## config.mk

```make
export PLATFORM = sky130hd
export DESIGN_NAME = legv8_mc_ctrl
export DESIGN_NICKNAME = d
export VERILOG_FILES = /design/src/rtl/legv8_mc_ctrl.sv
export SDC_FILE = /design/constraint.sdc
export NUM_CORES = 1
export LEC_CHECK = 0
export CORE_UTILIZATION = 44
export DETAILED_ROUTE_END_ITERATION = 12
export MAX_ROUTING_LAYER = met4
export PLACE_DENSITY = 0.79
export SLEW_MARGIN = 20
export SYNTH_ARGS = -nofsm -noshare
export SYNTH_HDL_FRONTEND = slang
export SYNTH_SLANG_ARGS = --single-unit
export TNS_END_PERCENT = 10
```

## constraint.sdc

```tcl
create_clock -name clk -period 2 [get_ports clk]
set_input_delay 0.3 -clock clk [delete_from_list [all_inputs] [get_ports clk]]
set_output_delay 0.3 -clock clk [all_outputs]
set_load 0.01 [all_outputs]
```

## src/rtl/legv8_mc_ctrl.sv

```systemverilog
// legv8_mc_ctrl -- multi-cycle control sequencer for the LEGv8 datapath.
//
// Steps each instruction through FETCH / DECODE / EXEC / MEM / WB and drives
// the datapath controls for each step. Instruction fetch and data access
// share one memory port, which uses a req/ack handshake.
//
// Ports
//   clk, rst_n      clock; asynchronous active-low reset
//   opcode[10:0]    instr[31:21], valid once ir_write has been applied
//   zero            ALU zero flag, used by CBZ in EXEC
//   mem_ack         memory completes the outstanding request this cycle
//   mem_req/mem_we/mem_is_data   memory request, write strobe, data/instr select
//   ir_write, pc_write, pc_src   IR latch, PC update pulse, PC source select
//   seu_sel[1:0]    sign-extend format select
//   alu_src, alu_op, reg2_loc    ALU operand and function select
//   reg_write, mem_to_reg        register-file write pulse and source select
//   halted          sticky flag raised by an illegal opcode
//   retired         retired-instruction count (LEGV8_MC_CTRL_PERF_EN only)
//
// Optional feature: define LEGV8_MC_CTRL_PERF_EN to add the PERF_W-bit
// retired-instruction counter.
//
// Every output is decoded from the registered state, the latched
// instruction class and the live inputs. All outputs are forced low while
// rst_n is low, so no request or pulse can leak out during reset.
module legv8_mc_ctrl #(
  parameter int ALU_OP_W = 2,
  parameter int PERF_W   = 32
) (
  input  logic                clk,
  input  logic                rst_n,
  input  logic [10:0]         opcode,
  input  logic                zero,
  input  logic                mem_ack,
  output logic                mem_req,
  output logic                mem_we,
  output logic                mem_is_data,
  output logic                ir_write,
  output logic                pc_write,
  output logic                pc_src,
  output logic [1:0]          seu_sel,
  output logic                alu_src,
  output logic [ALU_OP_W-1:0] alu_op,
  output logic                reg2_loc,
  output logic                reg_write,
  output logic                mem_to_reg,
  output logic                halted
`ifdef LEGV8_MC_CTRL_PERF_EN
  ,
  output logic [PERF_W-1:0]   retired
`endif
);

  typedef enum logic [2:0] {
    S_FETCH, S_DECODE, S_EXEC, S_MEM, S_WB, S_HALT
  } state_e;

  typedef enum logic [2:0] {
    C_R, C_I, C_LDUR, C_STUR, C_B, C_CBZ, C_ILL
  } cls_e;

  localparam logic [10:0] OP_ADD  = 11'b10001011000;
  localparam logic [10:0] OP_SUB  = 11'b11001011000;
  localparam logic [10:0] OP_AND  = 11'b10001010000;
  localparam logic [10:0] OP_ORR  = 11'b10101010000;
  localparam logic [9:0]  OP_ADDI = 10'b1001000100;
  localparam logic [9:0]  OP_SUBI = 10'b1101000100;
  localparam logic [10:0] OP_LDUR = 11'b11111000010;
  localparam logic [10:0] OP_STUR = 11'b11111000000;
  localparam logic [5:0]  OP_B    = 6'b000101;
  localparam logic [7:0]  OP_CBZ  = 8'b10110100;

  localparam logic [ALU_OP_W-1:0] AOP_ADD = ALU_OP_W'(0);
  localparam logic [ALU_OP_W-1:0] AOP_SUB = ALU_OP_W'(1);
  localparam logic [ALU_OP_W-1:0] AOP_AND = ALU_OP_W'(2);
  localparam logic [ALU_OP_W-1:0] AOP_ORR = ALU_OP_W'(3);

  state_e               state_q, state_d;
  cls_e                 cls_q, dec_cls;
  logic [ALU_OP_W-1:0]  aop_q, dec_aop;

  // Opcode classification; only meaningful in DECODE, latched on exit.
  always_comb begin
    dec_cls = C_ILL;
    dec_aop = AOP_ADD;
    if (opcode == OP_ADD) begin
      dec_cls = C_R;    dec_aop = AOP_ADD;
    end else if (opcode == OP_SUB) begin
      dec_cls = C_R;    dec_aop = AOP_SUB;
    end else if (opcode == OP_AND) begin
      dec_cls = C_R;    dec_aop = AOP_AND;
    end else if (opcode == OP_ORR) begin
      dec_cls = C_R;    dec_aop = AOP_ORR;
    end else if (opcode[10:1] == OP_ADDI) begin
      dec_cls = C_I;    dec_aop = AOP_ADD;
    end else if (opcode[10:1] == OP_SUBI) begin
      dec_cls = C_I;    dec_aop = AOP_SUB;
    end else if (opcode == OP_LDUR) begin
      dec_cls = C_LDUR;
    end else if (opcode == OP_STUR) begin
      dec_cls = C_STUR;
    end else if (opcode[10:5] == OP_B) begin
      dec_cls = C_B;
    end else if (opcode[10:3] == OP_CBZ) begin
      dec_cls = C_CBZ;
    end
  end

  function automatic logic [1:0] seu_of(input cls_e c);
    case (c)
      C_LDUR, C_STUR: seu_of = 2'b01;
      C_B:            seu_of = 2'b10;
      C_CBZ:          seu_of = 2'b11;
      default:        seu_of = 2'b00;
    endcase
  endfunction

  always_ff @(posedge clk or negedge rst_n) begin
    if (!rst_n) begin
      state_q <= S_FETCH;
      cls_q   <= C_R;
      aop_q   <= AOP_ADD;
    end else begin
      state_q <= state_d;
      if (state_q == S_DECODE) begin
        cls_q <= dec_cls;
        aop_q <= dec_aop;
      end
    end
  end

  always_comb begin
    state_d     = state_q;
    mem_req     = 1'b0;
    mem_we      = 1'b0;
    mem_is_data = 1'b0;
    ir_write    = 1'b0;
    pc_write    = 1'b0;
    pc_src      = 1'b0;
    seu_sel     = 2'b00;
    alu_src     = 1'b0;
    alu_op      = AOP_ADD;
    reg2_loc    = 1'b0;
    reg_write   = 1'b0;
    mem_to_reg  = 1'b0;
    halted      = 1'b0;
    unique case (state_q)
      S_FETCH: begin
        mem_req = 1'b1;
        if (mem_ack) begin
          ir_write = 1'b1;
          pc_write = 1'b1;
          state_d  = S_DECODE;
        end
      end
      S_DECODE: begin
        // Class register is not loaded yet, so drive seu_sel from the live decode.
        seu_sel = seu_of(dec_cls);
        state_d = (dec_cls == C_ILL) ? S_HALT : S_EXEC;
      end
      S_EXEC: begin
        seu_sel  = seu_of(cls_q);
        alu_op   = aop_q;
        alu_src  = (cls_q == C_I) || (cls_q == C_LDUR) || (cls_q == C_STUR);
        reg2_loc = (cls_q == C_STUR) || (cls_q == C_CBZ);
        case (cls_q)
          C_R, C_I:       state_d = S_WB;
          C_LDUR, C_STUR: state_d = S_MEM;
          C_B: begin
            pc_write = 1'b1;
            pc_src   = 1'b1;
            state_d  = S_FETCH;
          end
          C_CBZ: begin
            // ALU passes Rt through; the datapath's zero flag decides the branch.
            pc_write = zero;
            pc_src   = 1'b1;
            state_d  = S_FETCH;
          end
          default:        state_d = S_HALT;
        endcase
      end
      S_MEM: begin
        seu_sel     = seu_of(cls_q);
        mem_req     = 1'b1;
        mem_is_data = 1'b1;
        mem_we      = (cls_q == C_STUR);
        if (mem_ack)
          state_d = (cls_q == C_STUR) ? S_FETCH : S_WB;
      end
      S_WB: begin
        seu_sel    = seu_of(cls_q);
        reg_write  = 1'b1;
        mem_to_reg = (cls_q == C_LDUR);
        state_d    = S_FETCH;
      end
      S_HALT: begin
        halted = 1'b1;
      end
      default: state_d = S_FETCH;
    endcase
    if (!rst_n) begin
      mem_req     = 1'b0;
      mem_we      = 1'b0;
      mem_is_data = 1'b0;
      ir_write    = 1'b0;
      pc_write    = 1'b0;
      pc_src      = 1'b0;
      seu_sel     = 2'b00;
      alu_src     = 1'b0;
      alu_op      = AOP_ADD;
      reg2_loc    = 1'b0;
      reg_write   = 1'b0;
      mem_to_reg  = 1'b0;
      halted      = 1'b0;
    end
  end

`ifdef LEGV8_MC_CTRL_PERF_EN
  // Count on each instruction's last cycle: WB, branch EXEC, or STUR completion.
  logic retire;
  assign retire = (state_q == S_WB) ||
                  ((state_q == S_EXEC) && ((cls_q == C_B) || (cls_q == C_CBZ))) ||
                  ((state_q == S_MEM) && (cls_q == C_STUR) && mem_ack);

  always_ff @(posedge clk or negedge rst_n) begin
    if (!rst_n)      retired <= '0;
    else if (retire) retired <= retired + PERF_W'(1);
  end
`else
  // PERF_W only sizes the optional counter.
  if (PERF_W < 1) begin : g_perf_w_unused
  end
`endif

endmodule

```

**Word level (Yosys, flattened, before mapping)**

Index checks and enable logic that the tools add are counted.

- Add/subtract/negate cells: 0
- Multipliers: 0
- Divide/modulo/power cells: 0
- $lt $le $gt $ge: 0
- Eq/ne operators: 27
- Shift operators: 0
- Mux-type cells: 53
- Bitwise gates (word level): 1
- Reductions and logical operators: 12

Operator list:

| operator | number |
|---|---|
| $eq 11x11->1 const B | 6 |
| $mux 3 | 12 |
| $mux 1 | 25 |
| $eq 3x3->1 const B | 7 |
| $eq 10x10->1 const B | 2 |
| $eq 3x2->1 const B | 6 |
| $mux 2 | 9 |
| $pmux 3 s5 | 1 |
| $pmux 2 s3 | 2 |
| $reduce_or 2->1 | 5 |
| $pmux 3 s3 | 1 |
| $eq 8x8->1 const B | 1 |
| $eq 3x1->1 const B | 2 |
| $eq 6x3->1 const B | 1 |
| $logic_not 3->1 | 2 |
| $ne 2x2->1 const B | 2 |
| $pmux 1 s2 | 2 |
| $pmux 2 s2 | 1 |
| $logic_or 1x1->1 | 3 |
| $reduce_and 3->1 | 1 |
| $reduce_or 3->1 | 1 |
| $not 1->1 | 1 |

- Flip-flop bits (word level): 8
- Latch bits: 0
- Memory bits (writable): 0
- Memory bits (read-only): 0
- Input bits: 15
- Output and inout bits: 15
- Logic and storage cells: 96
- Memories kept: 0

**Longest topological paths before layout**

- Word-level depth: 16
- Mapped depth: 6
- Mapped depth without buffers: 5

**Least setup slack after synthesis**

Ideal clock, no wire load.

- Path kind: register to output
- From: reg state_q[2]
- To: out alu_src
- Arrival time: 1.360 ns
- Data required time: 1.700 ns
- Slack: 0.340 ns
- Stages on the path, launching flop included: 5
- Path buffers: 2
- Cell sequence: dfrtp_1 buf_2 or2b_2 clkbuf_2 nor4_1

- Cells in the longest elaborated chain, start to end: 3

Ends and longest elaborated chain:

| element | RTL line | text |
|---|---|---|
| start, declared | 78 | `state_e state_q, state_d;` |
| start signal, assigned | 124 | `state_q <= state_d;` |
| $eq 3x2->1 | 147 | `unique case (state_q)` |
| $mux 1 | 147 |  |
| $mux 1 | 202 | `if (!rst_n) begin` |
| end, declared | 42 | `output logic alu_src,` |

Every way passes these cells.

**Worst setup path in the final report**

- From: in opcode[5]
- To: out seu_sel[0]

- Cells in the longest elaborated chain, start to end: 16
- Elaborated cells on any way between the ends: 28
- Those cells by class: eq/ne (14); mux (13); reduce/logical (1)

Ends and longest elaborated chain:

| element | RTL line | text |
|---|---|---|
| start, declared | 32 | `input logic [10:0] opcode,` |
| $eq 8x8->1 | 104 | `end else if (opcode[10:3] == OP_CBZ) begin` |
| $mux 2 | 104 |  |
| $mux 2 | 102 | `end else if (opcode[10:5] == OP_B) begin` |
| $mux 3 | 100 | `end else if (opcode == OP_STUR) begin` |
| $mux 3 | 98 | `end else if (opcode == OP_LDUR) begin` |
| $mux 3 | 96 | `end else if (opcode[10:1] == OP_SUBI) begin` |
| $mux 3 | 94 | `end else if (opcode[10:1] == OP_ADDI) begin` |
| $mux 3 | 92 | `end else if (opcode == OP_ORR) begin` |
| $mux 3 | 90 | `end else if (opcode == OP_AND) begin` |
| $mux 3 | 88 | `end else if (opcode == OP_SUB) begin` |
| $mux 3 (*) | 86 | `if (opcode == OP_ADD) begin` |
| $eq 3x2->1 | 110 | `case (c)` |
| $reduce_or 2->1 | 110 |  |
| $pmux 2 s3 (*) | 110 |  |
| $pmux 2 s2 (*) | 147 |  |
| $mux 2 (*) | 202 |  |
| end, declared | 41 | `output logic [1:0] seu_sel,` |

Mark *: on every way between the ends. The rest lies on a longest branch, timed or not.

==> metrics.sh <==
CRITPATHLAUNCHTYPE='input pin'
MULTI_INPUT_GATE_AREA_IN_THE_FINAL_LAYOUT_UM2=601
NUMBER_OF_FLOPS_MAPPED_TO_ENABLE_CELLS_BY_YOSYS=0
GR-MAX-USAGE-LAYER='met2'
SYNTH.FF_LATCH_COUNT=8
CTS.HTREE.LEVELS=1
POST_ROUTE_CELLS_DRIVE_ABOVE_1_SHARE_PCT=36.4
CRITPATHSLOWESTCELL='sky130_fd_sc_hd__or3b_4'
CTSROOTBUFFERMASTER='sky130_fd_sc_hd__clkbuf_4'
STDCELL_AREA_UM2=1350
MAXSLEWHEADROOM_PCT=80.3
CTS_TREE='yes'
FINALHOLDVIOLATIONS=0
REGTOREGSETUPSLACK_PS=480
GRT_PASS1_VIAS=861
STATUS='finished with violations'
NETS=168
WORST_REG2REG_ENDPOINT='state_q[1]'
AREA_GROWTH_PCT=65.4
YS.FLOP_TYPE='sky130_fd_sc_hd__dfrtp_1'
DIE_W_UM=45.1
GRT_PASS1_WL_UM=3690
MAXIMUM_BUFFER_DEPTH_OF_THE_CLOCK_TREE=2
ANTENNADIODECOUNT=0
AVGSYNTHCELLAREA_UM2=8.27
POST-DP-HPWL_UM=1950
GR-USAGE-ALL-LAYERS_PCT=25.9
PORT_BUFFERS=29
CP_CELL_SEQUENCE='clkdlybuf4s15_1 -> nor3b_4 -> nand3_1 -> or3b_4 -> a21oi_2 -> o21a_1 -> buf_2'
SYNTHESIS.AREA_UM2=818
TIMING.FINAL.CRIT_PERIOD_PS=2010
ROWS=15
VIOLATED_CHECKS='negative setup slack'
TIMING.RR.START='state_q[1]'
USE_MET1_PCT=30.4
DRT-INITIAL-DRC-COUNT=19
POSTSYNTH.ASYNCRESETSHARE_PCT=100
NUMBER_OF_VIAS_AFTER_DETAILED_ROUTING=992
PLACEDINSTANCEAREA_UM2=1280
DRC_VIOLATIONS_LEFT=0
FIN_CRIT_SHARE_PCT=100
AVGVIACOUNTPERCELL=5.64
FINAL-SETUP-VIOL-COUNT=1
TIMING.REG2REG.WORST_PATH_DEPTH=5
GRT.MET3_USAGE_PCT=4.00
FINAL_CRITICAL_PATH_SETUP_SLACK_PS=-5.92
FINCLKSKEW_PS=5.19
WORSTPATHREQUIRED_PS=1700
DISTINCT_CELL_TYPE_COUNT_AFTER_SYNTHESIS=45
HOLD_PATH_CLASS='input pin to async pin'
CTS.SINKS=8
PLEAK_nW=0.725
DIE_AREA_UM2=2040
DETAIL_ROUTE.FIRST_PASS.ITERATIONS=4
IO_PINS=30
ROUTED_WIRELENGTH_UM=2520
SEQCELLAREA_UM2=204
TIMING_WORST_SETUP_PATH_TYPE='input pin to output pin'
POWER.DENSITY_nW_PER_UM2=502
WORST_VDD_RAIL_IR_DROP_uV=529
POSTCTSHOLDBUFS=0
TRITONCTS.NUM_BUFFERS=3
GRT_SETUP_UNREPAIRED='true'
GRT_MAX_DEGREE=10
CLOCK.FMAX_MHz=499
WORST_EP_ARRIVAL_TIME_PS=1710
GRT_ANTENNA_BEFORE_REPAIR=0
DIE_H_UM=45.1
SYNTHESIS.YOSYS.WARNINGS=0
TIMING.MAX_CAP.VIOLATIONS=0
PORTION_OF_THE_POST_SYNTHESIS_AREA_USED_BY_SEQUENTIAL_ELEMENTS_PCT=24.5
FIN_TOTAL_PWR_mW=0.679
WORST_SETUP_PATH_END_KIND='output pin'
FINAL_MAX_SLEW_VIOL_COUNT=0
FILL_CELLS=133
CLK_TRANSITION_REPORTED_PATHS_PS=60
SYNTHCELLS=99
GLOBALROUTEOVERFLOWTOTAL=0
CORE_UM2=1730
CLOCK_LATENCY_OF_THE_LATER_CLOCKED_REGISTER_IN_THE_WORST_SKEW_PAIR_PS=270
GRTUSAGEMET2_PCT=44.3
FLOORPLAN.INITIALDENSITY_PCT=47.4
WORSTPATHMAXFANOUT=3
FINAL_ANTENNA_NET_COUNT=0
AVGROUTEDWIREPERCELL_UM=14.3
CPPEAKSTAGEDELAY_PS=420
PLACE_CONGESTION=0.962
WORST_MAX_SLEW_PIN_SLEW_PS=291
POSTSYNTHNETCOUNT=114
## layer usage
layer	part of all wire, %	vias up
li1	-	479
met1	43	459
met2	52	51
met3	4.8	3
met4	0.91	0
met5	0	-
## placed cells by master (no fill, tap or decap), types with 2 or more instances in the layout
cell                              synthesis  final
sky130_fd_sc_hd__a21oi_1                  3      2
sky130_fd_sc_hd__a21oi_2                  1      2
sky130_fd_sc_hd__a22oi_1                  2      2
sky130_fd_sc_hd__a31o_2                   2      2
sky130_fd_sc_hd__and2_1                   3      3
sky130_fd_sc_hd__and4bb_2                 2      2
sky130_fd_sc_hd__buf_2                    1      2
sky130_fd_sc_hd__buf_4                    0     21
sky130_fd_sc_hd__buf_6                    1      3
sky130_fd_sc_hd__clkbuf_4                 0      3
sky130_fd_sc_hd__clkdlybuf4s15_1          0      2
sky130_fd_sc_hd__clkdlybuf4s50_1          0      5
sky130_fd_sc_hd__dfrtp_1                  8      5
sky130_fd_sc_hd__dfrtp_2                  0      3
sky130_fd_sc_hd__dlygate4sd2_1            0      7
sky130_fd_sc_hd__dlymetal6s2s_1           0     13
sky130_fd_sc_hd__mux2_2                   2      2
sky130_fd_sc_hd__nand2_1                 12     12
sky130_fd_sc_hd__nand2b_1                 6      5
sky130_fd_sc_hd__nor2_1                   9      8
sky130_fd_sc_hd__nor2b_1                  3      2
sky130_fd_sc_hd__nor3_1                   4      4
sky130_fd_sc_hd__nor4_1                   2      2
sky130_fd_sc_hd__o21a_1                   2      2
sky130_fd_sc_hd__o21ai_0                  6      5
sky130_fd_sc_hd__o21ai_2                  1      2
sky130_fd_sc_hd__o31ai_1                  2      2
sky130_fd_sc_hd__or2b_2                   3      2
## worst max path at each step
stage          startpoint         end  slack [ps]  depth (start not counted)
2_1_floorplan  state_q[2]     alu_src         340                          4
3_3_place_gp    opcode[6]  seu_sel[0]        -580                          7
3_5_place_dp    opcode[5]  seu_sel[1]        -610                          7
4_1_cts         opcode[4]  seu_sel[0]        -210                          7
5_1_grt         opcode[5]  seu_sel[0]         -70                          7
6_report        opcode[5]  seu_sel[0]          -6                          7
## registers in the layout, summed over array words and instances, names as in the netlist
register	count
cls_q	3
state_q	3
aop_q	2
## synthesized netlist by cell type, types with 2 or more instances
library cell	instances	area (um^2)
sky130_fd_sc_hd__o21a_1	2	15.0
sky130_fd_sc_hd__nand2b_1	6	37.5
sky130_fd_sc_hd__o21ai_0	6	30.0
sky130_fd_sc_hd__nor2b_1	3	18.8
sky130_fd_sc_hd__nand2_1	12	45.0
sky130_fd_sc_hd__a31o_2	2	17.5
sky130_fd_sc_hd__a21oi_1	3	15.0
sky130_fd_sc_hd__o31ai_1	2	15.0
sky130_fd_sc_hd__a22oi_1	2	15.0
sky130_fd_sc_hd__nor3_1	4	20.0
sky130_fd_sc_hd__nor4_1	2	12.5
sky130_fd_sc_hd__and4bb_2	2	25.0
sky130_fd_sc_hd__or2b_2	3	26.3
sky130_fd_sc_hd__nor2_1	9	33.8
sky130_fd_sc_hd__dfrtp_1	8	200
sky130_fd_sc_hd__and2_1	3	18.8
sky130_fd_sc_hd__mux2_2	2	22.5
## critical path, delay by kind of cell
kind	cells	cell delay, ps
simple gates	3	760
buf+inv	2	370
compound gates	2	280
## report_power, final
| group | internal (mW) | leakage, nW | switching, mW |
|---|---|---|---|
| clock network | 0.0691 | 0.0138 | 0.0622 |
| registers | 0.189 | 0.0917 | 0.0340 |
| logic | 0.172 | 0.619 | 0.153 |
## timing repair
action | 4_1_cts | 5_1_grt
setup endpoints to repair | 12 | 8
gates resized for setup | 21 | 24
setup buffers | 1 | 0
pin swaps | 1 | 7
## final cells by class
cell class              instances  share of cell area [%]
clock buffers                   3                    1.66
multi-input cells              87                    44.4
flip-flops and latches          8                    15.1
well taps                      25                    2.31
repair buffers                 53                    36.6
## kinds of logic after synthesis
logic type	after synthesis	share of synthesized area (%)
AND/OR/NAND/NOR	58	44.8
AO/OA/AOI/OAI	26	22.6
flip-flops	8	24.5
buffers and inverters	4	4.28
multiplexers	2	2.75
XOR/XNOR	1	1.07
## through the flow
step | hold WS (ps) | TNS (ps) | instances | worst slack [ps] | utilization (%)
detailed placement | 461 | -1710 | 172 | -605 | 74.0
CTS | 328 | -477 | 176 | -207 | 75.5
global route | 352 | -69.6 | 176 | -69.6 | 78.4
floorplan | 4.41 | 0 | 99 | 340 | -
global placement | 459 | -1460 | 172 | -580 | 74.0
finish | 354 | -5.92 | 176 | -5.92 | 78.4
(Power assumes the default switching activity.)
==> RTL change, RTL diff (config.mk and constraints unchanged) <==
Add a define of `LEGV8_MC_CTRL_PERF_EN`.
--- a/src/rtl/legv8_mc_ctrl.sv
+++ b/src/rtl/legv8_mc_ctrl.sv
@@ -23,6 +23,8 @@
 // Every output is decoded from the registered state, the latched
 // instruction class and the live inputs. All outputs are forced low while
 // rst_n is low, so no request or pulse can leak out during reset.
+`define LEGV8_MC_CTRL_PERF_EN
+
 module legv8_mc_ctrl #(
   parameter int ALU_OP_W = 2,
   parameter int PERF_W   = 32
Function (old outputs only; new: retired): kept (Yosys induction, for registers that start in step).
==> RTL change against the unedited design <==
The flow still finishes with violations (negative setup slack); worst setup slack improved by 0.0024 ns; global-route usage fell by 3.6 points; wire length increased by 150%; synthesized area grew to 3.1 times the old value; critical path depth unchanged; cell area increased to 2.8 times the old value; maximum frequency grew 0.12%; sequential cell count increased by 32; clock skew rose by 0.0064 ns; non-clock buffer count is 66 higher; power grew to 4.0 times the old value; via count is 140% higher; largest power group unchanged; highest routed layer unchanged.
==> RTL change: results <==
{
  "fillers": 432,
  "synth_compound_area_share_pct": 8.670,
  "muxShareOfSynthArea_pct": 0.4484,
  "drive_gt1_share_pct": 27.32,
  "grt_pass1_vias": 2265,
  "slowest_stage": "clkdlybuf4s50_1",
  "synth_top_area_share_pct": 39.86,
  "synth_cell_type_count": 54,
  "numCtsBuffers": 5,
  "cp_top_family": "buffers and inverters",
  "ir_drop_mv": 0.3971,
  "ys_warn_count": 0,
  "clk_latency_ns": 0.29,
  "numPortBuffers": 61,
  "fin_ws_ns": -0.003550,
  "setup_violations": 1,
  "crit_fanout": 5,
  "clk_pin_slew_worst_paths_ns": 0.08,
  "tns_ns": -0.003550,
  "status": "finished, violations left",
  "seq_area_frac_synth_pct": 39.86,
  "finClkSkew_ns": 0.01156,
  "crit_arrival_ns": 1.70,
  "synth_fa_ha_area_share_pct": 2.491,
  "dp_hpwl_mm": 4.680,
  "grt_max_degree": 32,
  "top_regs": "retired (32), cls_q (3), state_q (3)",
  "htreeDepth": 2,
  "cpPeakStageDelay_ns": 0.47,
  "clockRootBuffer": "clkbuf_8",
  "syn-num-nets": 278,
  "vias_per_cell": 5.207,
  "power.leakage_nw": 1.856,
  "grt_pass1_wl_mm": 10.39,
  "nets": 396,
  "wl_mm": 6.233,
  "grt_use_total_pct": 22.33,
  "violations": "negative setup slack",
  "worst_slew_pin_slew_ns": 0.4701,
  "synth_common_cells": "dfrtp_1, nand2_1, nor2_1, xor2_1, inv_1",
  "gp_congestion": 0.8696
}
-- RTL change: changes by cell type after synthesis, sizes merged, moves of 5 or more --
cell,before,now
nor2,9,21
xor2,1,21
inv,0,16
nand3,1,13
dfrtp,8,40
nand2,12,23
nor3,4,11
ha,0,5
xnor2,0,12
and3,1,6
nor4,2,14
-- RTL change: what timing repair did --
action                     in CTS  in global routing
gates resized for setup        30                 17
gates cloned                    0                  0
hold buffers                    1                  0
pin swaps                       2                  9
setup endpoints to repair      17                 30
buffers inserted                1                 11
hold endpoints to repair        9                  0
-- RTL change: power by group --
part	internal, mW	total, mW	switching, mW
logic	0.592	1.17	0.582
clock network	0.281	0.549	0.268
registers	0.906	1.01	0.0998
-- RTL change: cell families (layout without fill, tap and decap cells) --
group                    after synthesis  in the layout
AND/OR/NAND/NOR                      125            125
flip-flops                            40             40
XOR/XNOR                              33             33
AO/OA/AOI/OAI                         30             30
buffers and inverters                 24            143
adder cells (fa/ha/maj)                5              5
multiplexers                           1              1
-- RTL change: worst reg2reg max path, stage by stage, from the launching register on --
cell	delay, ns
dfrtp_1	0.43
buf_4	0.16
and3b_2	0.26
and4_4	0.25
o211ai_4	0.14
buf_4	0.18
or2_2	0.29
xnor2_1	0.12
-- RTL change: metrics by stage --
step	std cells	util [%]	setup WS, ns	cell area, µm²
after detailed placement	428	63.74	-0.4416	3510
after global placement	428	63.74	-0.4225	3510
final	449	68.53	-0.003550	3774
after CTS	438	65.92	-0.1363	3630
after floorplan	258	-	0.1673	2511
after global routing	449	68.53	-0.09486	3774
-- RTL change: metal layers --
layer	wire, µm	track usage (%)	up-vias
li1	-	-	1144
met1	2752	26.75	1131
met2	3232	39.03	58
met3	188	3.882	5
met4	60	5.094	0
met5	0	-	-
-- RTL change: final timing paths --
kind | from | end | slack [ns] | cells after the start
setup / recovery | opcode[8] | seu_sel[1] | -0.004 | 7
hold / removal | rst_n | retired[9]$_DFFE_PN0P_ | 0.23 | 3
setup reg to reg | cls_q[2]$_DFFE_PN0N_ | retired[7]$_DFFE_PN0P_ | 0.05 | 7
hold reg to reg | aop_q[1]$_DFFE_PN0N_ | aop_q[1]$_DFFE_PN0N_ | 0.46 | 2
max in group asynchronous | rst_n | state_q[1]$_DFFE_PN0P_ | 0.97 | 3
min in group clk | aop_q[1]$_DFFE_PN0N_ | aop_q[1]$_DFFE_PN0N_ | 0.46 | 2
-- RTL change: cell type report --
class	instances	area, µm²	share of cell area (%)
clock buffers	8	90.09	2.387
repair buffers	119	1036	27.45
well taps	72	90.09	2.387
flip-flops and latches	40	1005	26.62
inverters	16	60.06	1.592
multi-input cells	194	1493	39.56
